$ cat config.mk
export PLATFORM = sky130hd
export DESIGN_NAME = recon_mul
export DESIGN_NICKNAME = d
export VERILOG_FILES = /design/src/rtl/recon_mul.sv
export SDC_FILE = /design/constraint.sdc
export NUM_CORES = 1
export LEC_CHECK = 0
export CORE_ASPECT_RATIO = 1.5
export CORE_MARGIN = 1.5
export CORE_UTILIZATION = 52
export CTS_BUF_LIST = sky130_fd_sc_hd__clkbuf_2 sky130_fd_sc_hd__clkbuf_4 sky130_fd_sc_hd__clkbuf_8
export DETAILED_ROUTE_END_ITERATION = 6
export HOLD_SLACK_MARGIN = 0.12
export PLACE_DENSITY = 0.87
export SETUP_SLACK_MARGIN = 0.15
export SYNTH_ARGS = -nofsm -noshare
export SYNTH_HDL_FRONTEND = slang
export SYNTH_SLANG_ARGS = --single-unit
$ cat constraint.sdc
create_clock -name Clock -period 3.9 [get_ports Clock]
set_clock_uncertainty 0.15 [all_clocks]
set_input_delay 0.78 -clock Clock [delete_from_list [all_inputs] [get_ports Clock]]
set_output_delay 0.78 -clock Clock [all_outputs]
set_load 0.1 [all_outputs]
$ cat src/rtl/recon_mul.sv
// recon_mul: sequential multiply-accumulate, Product = Multiplicand * Multiplier + Addend.
// Unsigned 16x16 shift-and-add, one multiplier bit per cycle (LSB first), with the
// accumulator preloaded with the addend. The worst case is 0xFFFF0000, so the result
// always fits in 32 bits.
//
// Ports:
//   Clock        in   1   rising-edge clock
//   Reset        in   1   synchronous active-high reset
//   Start        in   1   request, honoured only in IDLE
//   Multiplicand in  16   operand A
//   Multiplier   in  16   operand B
//   Addend       in  16   operand C
//   Product      out 32   registered A*B+C, held until the next completion
//   Busy         out  1   high while in RUN
//   Done         out  1   one-cycle pulse while in DONE
//   Overflow     out  1   only with RECON_MUL_OVERFLOW_EN: OR of Product[31:16]
//
// Optional feature macro: RECON_MUL_OVERFLOW_EN
//
// state | meaning
// IDLE  | waiting for Start; operands captured on acceptance
// RUN   | 16 cycles, one multiplier bit processed per cycle
// DONE  | one cycle, Product valid and Done high; always returns to IDLE

module recon_mul (
    input  logic        Clock,
    input  logic        Reset,
    input  logic        Start,
    input  logic [15:0] Multiplicand,
    input  logic [15:0] Multiplier,
    input  logic [15:0] Addend,
    output logic [31:0] Product,
    output logic        Busy,
    output logic        Done
`ifdef RECON_MUL_OVERFLOW_EN
    ,
    output logic        Overflow
`endif
);

    typedef enum logic [1:0] {
        IDLE = 2'd0,
        RUN  = 2'd1,
        DONE = 2'd2
    } state_t;

    state_t      state;
    state_t      next_state;

    logic [15:0] a_reg;
    logic [15:0] b_reg;
    logic [31:0] acc;
    logic [3:0]  cnt;
    logic [31:0] a_shifted;
    logic [31:0] acc_next;
    logic        last_bit;

    assign a_shifted = {16'd0, a_reg} << cnt;
    assign acc_next  = b_reg[cnt] ? (acc + a_shifted) : acc;
    assign last_bit  = (cnt == 4'd15);

    always_ff @(posedge Clock) begin
        if (Reset) begin
            state <= IDLE;
        end else begin
            state <= next_state;
        end
    end

    always_comb begin
        next_state = state;
        Busy       = 1'b0;
        Done       = 1'b0;
        case (state)
            IDLE: begin
                if (Start) begin
                    next_state = RUN;
                end
            end
            RUN: begin
                Busy = 1'b1;
                if (last_bit) begin
                    next_state = DONE;
                end
            end
            DONE: begin
                Done       = 1'b1;
                next_state = IDLE;
            end
            default: begin
                next_state = IDLE;
            end
        endcase
    end

    // Datapath: Product is only ever written on the last RUN cycle, so an
    // operation aborted by Reset leaves no trace beyond the cleared registers.
    always_ff @(posedge Clock) begin
        if (Reset) begin
            a_reg   <= 16'd0;
            b_reg   <= 16'd0;
            acc     <= 32'd0;
            cnt     <= 4'd0;
            Product <= 32'd0;
`ifdef RECON_MUL_OVERFLOW_EN
            Overflow <= 1'b0;
`endif
        end else begin
            case (state)
                IDLE: begin
                    if (Start) begin
                        a_reg <= Multiplicand;
                        b_reg <= Multiplier;
                        acc   <= {16'd0, Addend};
                        cnt   <= 4'd0;
                    end
                end
                RUN: begin
                    acc <= acc_next;
                    cnt <= cnt + 4'd1;
                    if (last_bit) begin
                        Product <= acc_next;
`ifdef RECON_MUL_OVERFLOW_EN
                        Overflow <= |acc_next[31:16];
`endif
                    end
                end
                default: begin
                end
            endcase
        end
    end

endmodule
# After elaboration in Yosys (flattened, before gate mapping)
# Cells that the tools add are included.
[word_totals]
regBits = 102
latch_bits = 0
ramBits = 0
rom_bits = 0
output_inout_bits = 34
wordCells = 33
memories = 0
[op_classes]
add_sub_neg = 2
multipliers = 0
n_div = 0
order_cmp = 1
n_eq_ne = 5
n_shift = 1
muxes = 12
bitwise = 0
n_reduce_logical = 6
[op_table]
columns = ["operator", "n"]
rows = [
  ["two-way mux 32 bit", 2],
  ["case mux 32 bit (2 select lines)", 1],
  ["adder 32 bit", 1],
  ["left shift 16 x 4 -> 32 bit", 1],
  ["case mux 4 bit (2 select lines)", 1],
  ["AND reduction 2 bit", 4],
  ["less-than comparator 4 x 5 -> 1 bit, second input constant", 1],
  ["adder 4 x 1 -> 4 bit, second input constant", 1],
  ["binary-select mux 1 bit (select 4 bit)", 1],
  ["equality test 4 bit, second input constant", 1],
  ["two-way mux 2 bit", 2],
  ["two-way mux 4 bit", 1],
  ["inequality test 2 bit, second input constant", 2],
  ["case mux 2 bit (2 select lines)", 1],
  ["two-way mux 1 bit", 3],
  ["equality test 2 x 1 -> 1 bit, second input constant", 1],
  ["equality test 2 bit, second input constant", 1],
  ["logical NOT 2 bit", 1],
  ["nonzero test 2 bit", 1],
]

# Longest topological paths before layout
[depth]
ltp_word = 4
depth_mapped = 19
depth_no_buf = 17

# Worst setup path before layout
# No wires, ideal clock.
[synth_path]
path_type = "reg2reg"
start = "register cnt[1]"
end = "register Product[26]"
setup_ns = 0.142
arrival_time_ns = 3.915
setup_slack_ns = -0.307
path_stages_with_launch = 18
synth_period_minus_slack_ns = 4.207
cell_sequence = "dfxtp_1 > clkbuf_1 > buf_1 > clkbuf_1 > mux2i_1 > a21oi_1 > a21boi_0 > nor2_1 > ha_1 > a21o_1 > a311oi_1 > o21ba_2 > o31ai_1 > a21o_1 > a21o_1 > nor3b_1 > o41ai_1 > a311oi_1"
[synth_via]
elab_chain_len = 3
[synth_lines]
columns = ["element", "line_no", "rtl"]
rows = [
  ["start, declared", "53", "logic [3:0] cnt;"],
  ["start signal, assigned", "120", "cnt <= cnt + 4'd1;"],
  ["left shift 16 x 4 -> 32 bit / binary-select mux 1 bit (select 4 bit) (equally long branches)", "58, 59", ""],
  ["adder 32 bit / two-way mux 1 bit (equally long branches)", "59", "assign acc_next = b_reg[cnt] ? (acc + a_shifted) : acc;"],
  ["two-way mux 32 bit", "59", ""],
  ["end signal, assigned", "122", "Product <= acc_next;"],
  ["end, declared", "32", "output logic [31:0] Product,"],
]
# Parallel ways exist; a longest one is shown, timed or not. The select of a mux whose other input is x is not followed.
# A chain may end at the register's enable or synchronous reset.

# Worst setup path in the final report
[layout_path]
start = "register cnt[0]"
end = "register Product[25]"
# The elaborated chain is that of the path after synthesis.

==> flow_summary.toml <==
[clocking]
cts_buffer_depth = 2
clk_pin_slew_ps = 120
clk_latency_ps = 410
h-tree-depth = 3
root_buffer = "clkbuf_8"
cts_sinks = 102
numCtsBuffers = 9
cts_tree = "done"

[die]
die_area_um2 = 13300
chipHeight_um = 140
start_util_pct = 52.8
core_um2 = 12400
pin_count = 85
die_w_um = 94.6
core.rowCount = 50

[logic_synthesis]
netlist_area_um2 = 6540
ys_types = 60
yosysSeqAreaShare_pct = 31.2
synthArstFlopShare_pct = 0
synth-seq-cells = 102
yosys_most_used_dff = "dfxtp_1"
synth.largest_area_cell = "dfxtp_1"
syn_nets = 938
ys_warn_count = 0
synthTopCellsByArea = "dfxtp_1 31%, a21oi_1 8.8%, nand2_1 7.6%"
syn_inst = 854
post_synth.cell_area_avg_um2 = 7.66
synth_edf_count = 0
synth_top_area_share_pct = 31.2

[timing]
rsz0062_at_grt = "yes"
relSlewSlack_pct = 32.3
setup_viol = 0
final_max_slew_viol_count = 0
fin_crit_ps = 3880
worstMarginPinSlew_ps = 1010
final_hold_viol_count = 0
fin_crit_sh_pct = 99.4
fmaxAchievable_mhz = 258

[routing]
finalWirelength_um = 22400
first_pass_iters = 5
post_drt_wl_per_cell_um = 19.7
routed_via_density = 6.32
ant_nets = 0
route.detailed.drc = 0
initialDrtViolationCount = 588
dr_total_vias = 7169

[setup_path]
start_kind = "register"
reg2reg_from = "cnt[0]"
crit_end = "Product[25]"
worstPathRequired_ps = 4050
r2r_slack_ps = 20
arrival_ps = 4030
r2r-end = "Product[25]"
cp_max_fo = 6
reg2regPathDepth = 15
critPathCaptureType = "register"
crit_start = "cnt[0]"
crit_type = "register to register"

[place]
portBuffers = 84
place_area_um2 = 7740
gp_congestion = 1.02
dpl.hpwl_um = 15500

[global_routing]
grt_first_pass_wirelength_um = 33300
gr-total-overflow = 0
antenna_found_initial = 0
grt_use_total_pct = 32.8
grt_max_degree = 80
grt_pass1_vias = 6804

[worst_hold_path]
worstHoldStart = "b_reg[10]"
hold_class = "register to register"

[finish]
nFillCells = 949
final_area_um2 = 8630
final_nets = 1057
drive_above_1_share_pct = 19.6
top_regs = "Product x32, acc x32"
area_delta_synth_final_pct = 31.9
antenna_cells = 0

[job]
maxCapViolCount = 0

[pwr]
finalPower_mw = 2.40
ir_worst_vdd_uv = 239
p_leak_nw = 3.35
p_per_area_nw_per_um2 = 278

[outcome]
status = "completed"
[cells in the final DEF (no fill, tap or decap), types with 6 or more instances in the layout]
master / instances
a21oi_2: 16
clkbuf_8: 10
ha_1: 28
nand2b_1: 6
a21o_1: 20
nor2_1: 77
mux4_2: 10
buf_4: 73
a22oi_1: 10
nand2_1: 130
dfxtp_1: 100
inv_1: 10
nand3_1: 22
nor2b_1: 9
a21oi_1: 98
o21ai_0: 37
a211oi_1: 7
xnor2_1: 11
o211ai_1: 6
and3_1: 6
o21ai_1: 12
mux2i_1: 19
a31oi_1: 7
clkdlybuf4s50_1: 82
mux2_2: 8
nor3_1: 18
xor2_1: 14
o22ai_1: 8
[worst min path at each step]
| stage | depth (start not counted) | end |
|---|---|---|
| after global routing | 2 | b_reg[10] |
| after global placement | 2 | b_reg[15] |
| after CTS | 2 | b_reg[10] |
| after detailed placement | 2 | b_reg[10] |
| after floorplan | 2 | b_reg[10] |
| final | 2 | b_reg[10] |
[per-layer routing]
layer	global-route usage (%)	up-vias	wire [um]
met2	59.3	355	11700
met3	4.23	131	1200
li1	-	3308	-
met5	0	-	0
met1	33.4	3375	7800
met4	24.4	0	1660
[cell families (layout without fill, tap and decap cells)]
group	count (synthesis)	count (layout)	share of synthesized area, %
xor+xnor	27	27	3.62
buf+inv	69	193	4.38
compound gates	272	272	25.1
fa+ha+maj	33	33	6.43
mux	42	42	8.49
flops	102	102	31.2
simple gates	309	309	20.8
[power by group]
part           total (mW)  internal, mW  leakage [nW]  switching (mW)
logic               0.579         0.267          2.42           0.312
clock network       0.711         0.267         0.103           0.444
registers            1.11          1.08         0.831          0.0364
[timing repair]
item,in CTS,in global routing
gates cloned,3,1
pin swaps,12,41
resized for setup,18,78
hold buffers,0,0
setup buffers,8,17
setup endpoints to repair,23,34
[critical path, cell delays in order (launching register included)]
cell and delay [ps]:
dfxtp_4 400, buf_12 130, mux4_2 560, mux2i_2 250, o22ai_1 130, ha_1 330, and3_4 190, nand4_1 100
a21o_1 220, a31oi_2 210, o211ai_1 110, buf_4 180, a21oi_4 160, o21ai_1 70, or4_1 470, o311a_1 120
[through the flow]
stage / std cells / setup WS (ps) / hold WS (ps) / util [%] / TNS [ps]
detailed placement: 1089 / 3.99 / 302 / 62.5 / 0
finish: 1134 / 23.5 / 315 / 69.7 / 0
CTS: 1116 / 63.0 / 316 / 66.0 / 0
floorplan: 854 / 190 / 283 / - / 0
global route: 1134 / -107 / 336 / 69.7 / -325
global placement: 1089 / 83.5 / 290 / 62.5 / 0
[cell type report]
class / count / area [um2] / area share (%)
Clock buffer: 10 / 138 / 1.59
Sequential cell: 102 / 2050 / 23.7
Tap cell: 156 / 195 / 2.26
Inverter: 13 / 56.3 / 0.652
Clock inverter: 6 / 61.3 / 0.710
Multi-Input combinational cell: 683 / 4570 / 52.9
Timing Repair Buffer: 164 / 1560 / 18.1
[synthesized netlist by cell type (all sizes together) (7+ instances only)]
library cell and n:
nand2 133, a21oi 115, dfxtp 102, nor2 83, o21ai 53, clkbuf 45
ha 32, mux2i 24, nand3 22, nor3 21, a21o 20, xor2 14
inv 13, xnor2 13, a211oi 11, a22oi 11, a31oi 11, buf 11
mux4 10, nor2b 9, mux2 8, o22ai 8, and2 7, and3 7
No activity file was read; power rests on OpenSTA's default activity.
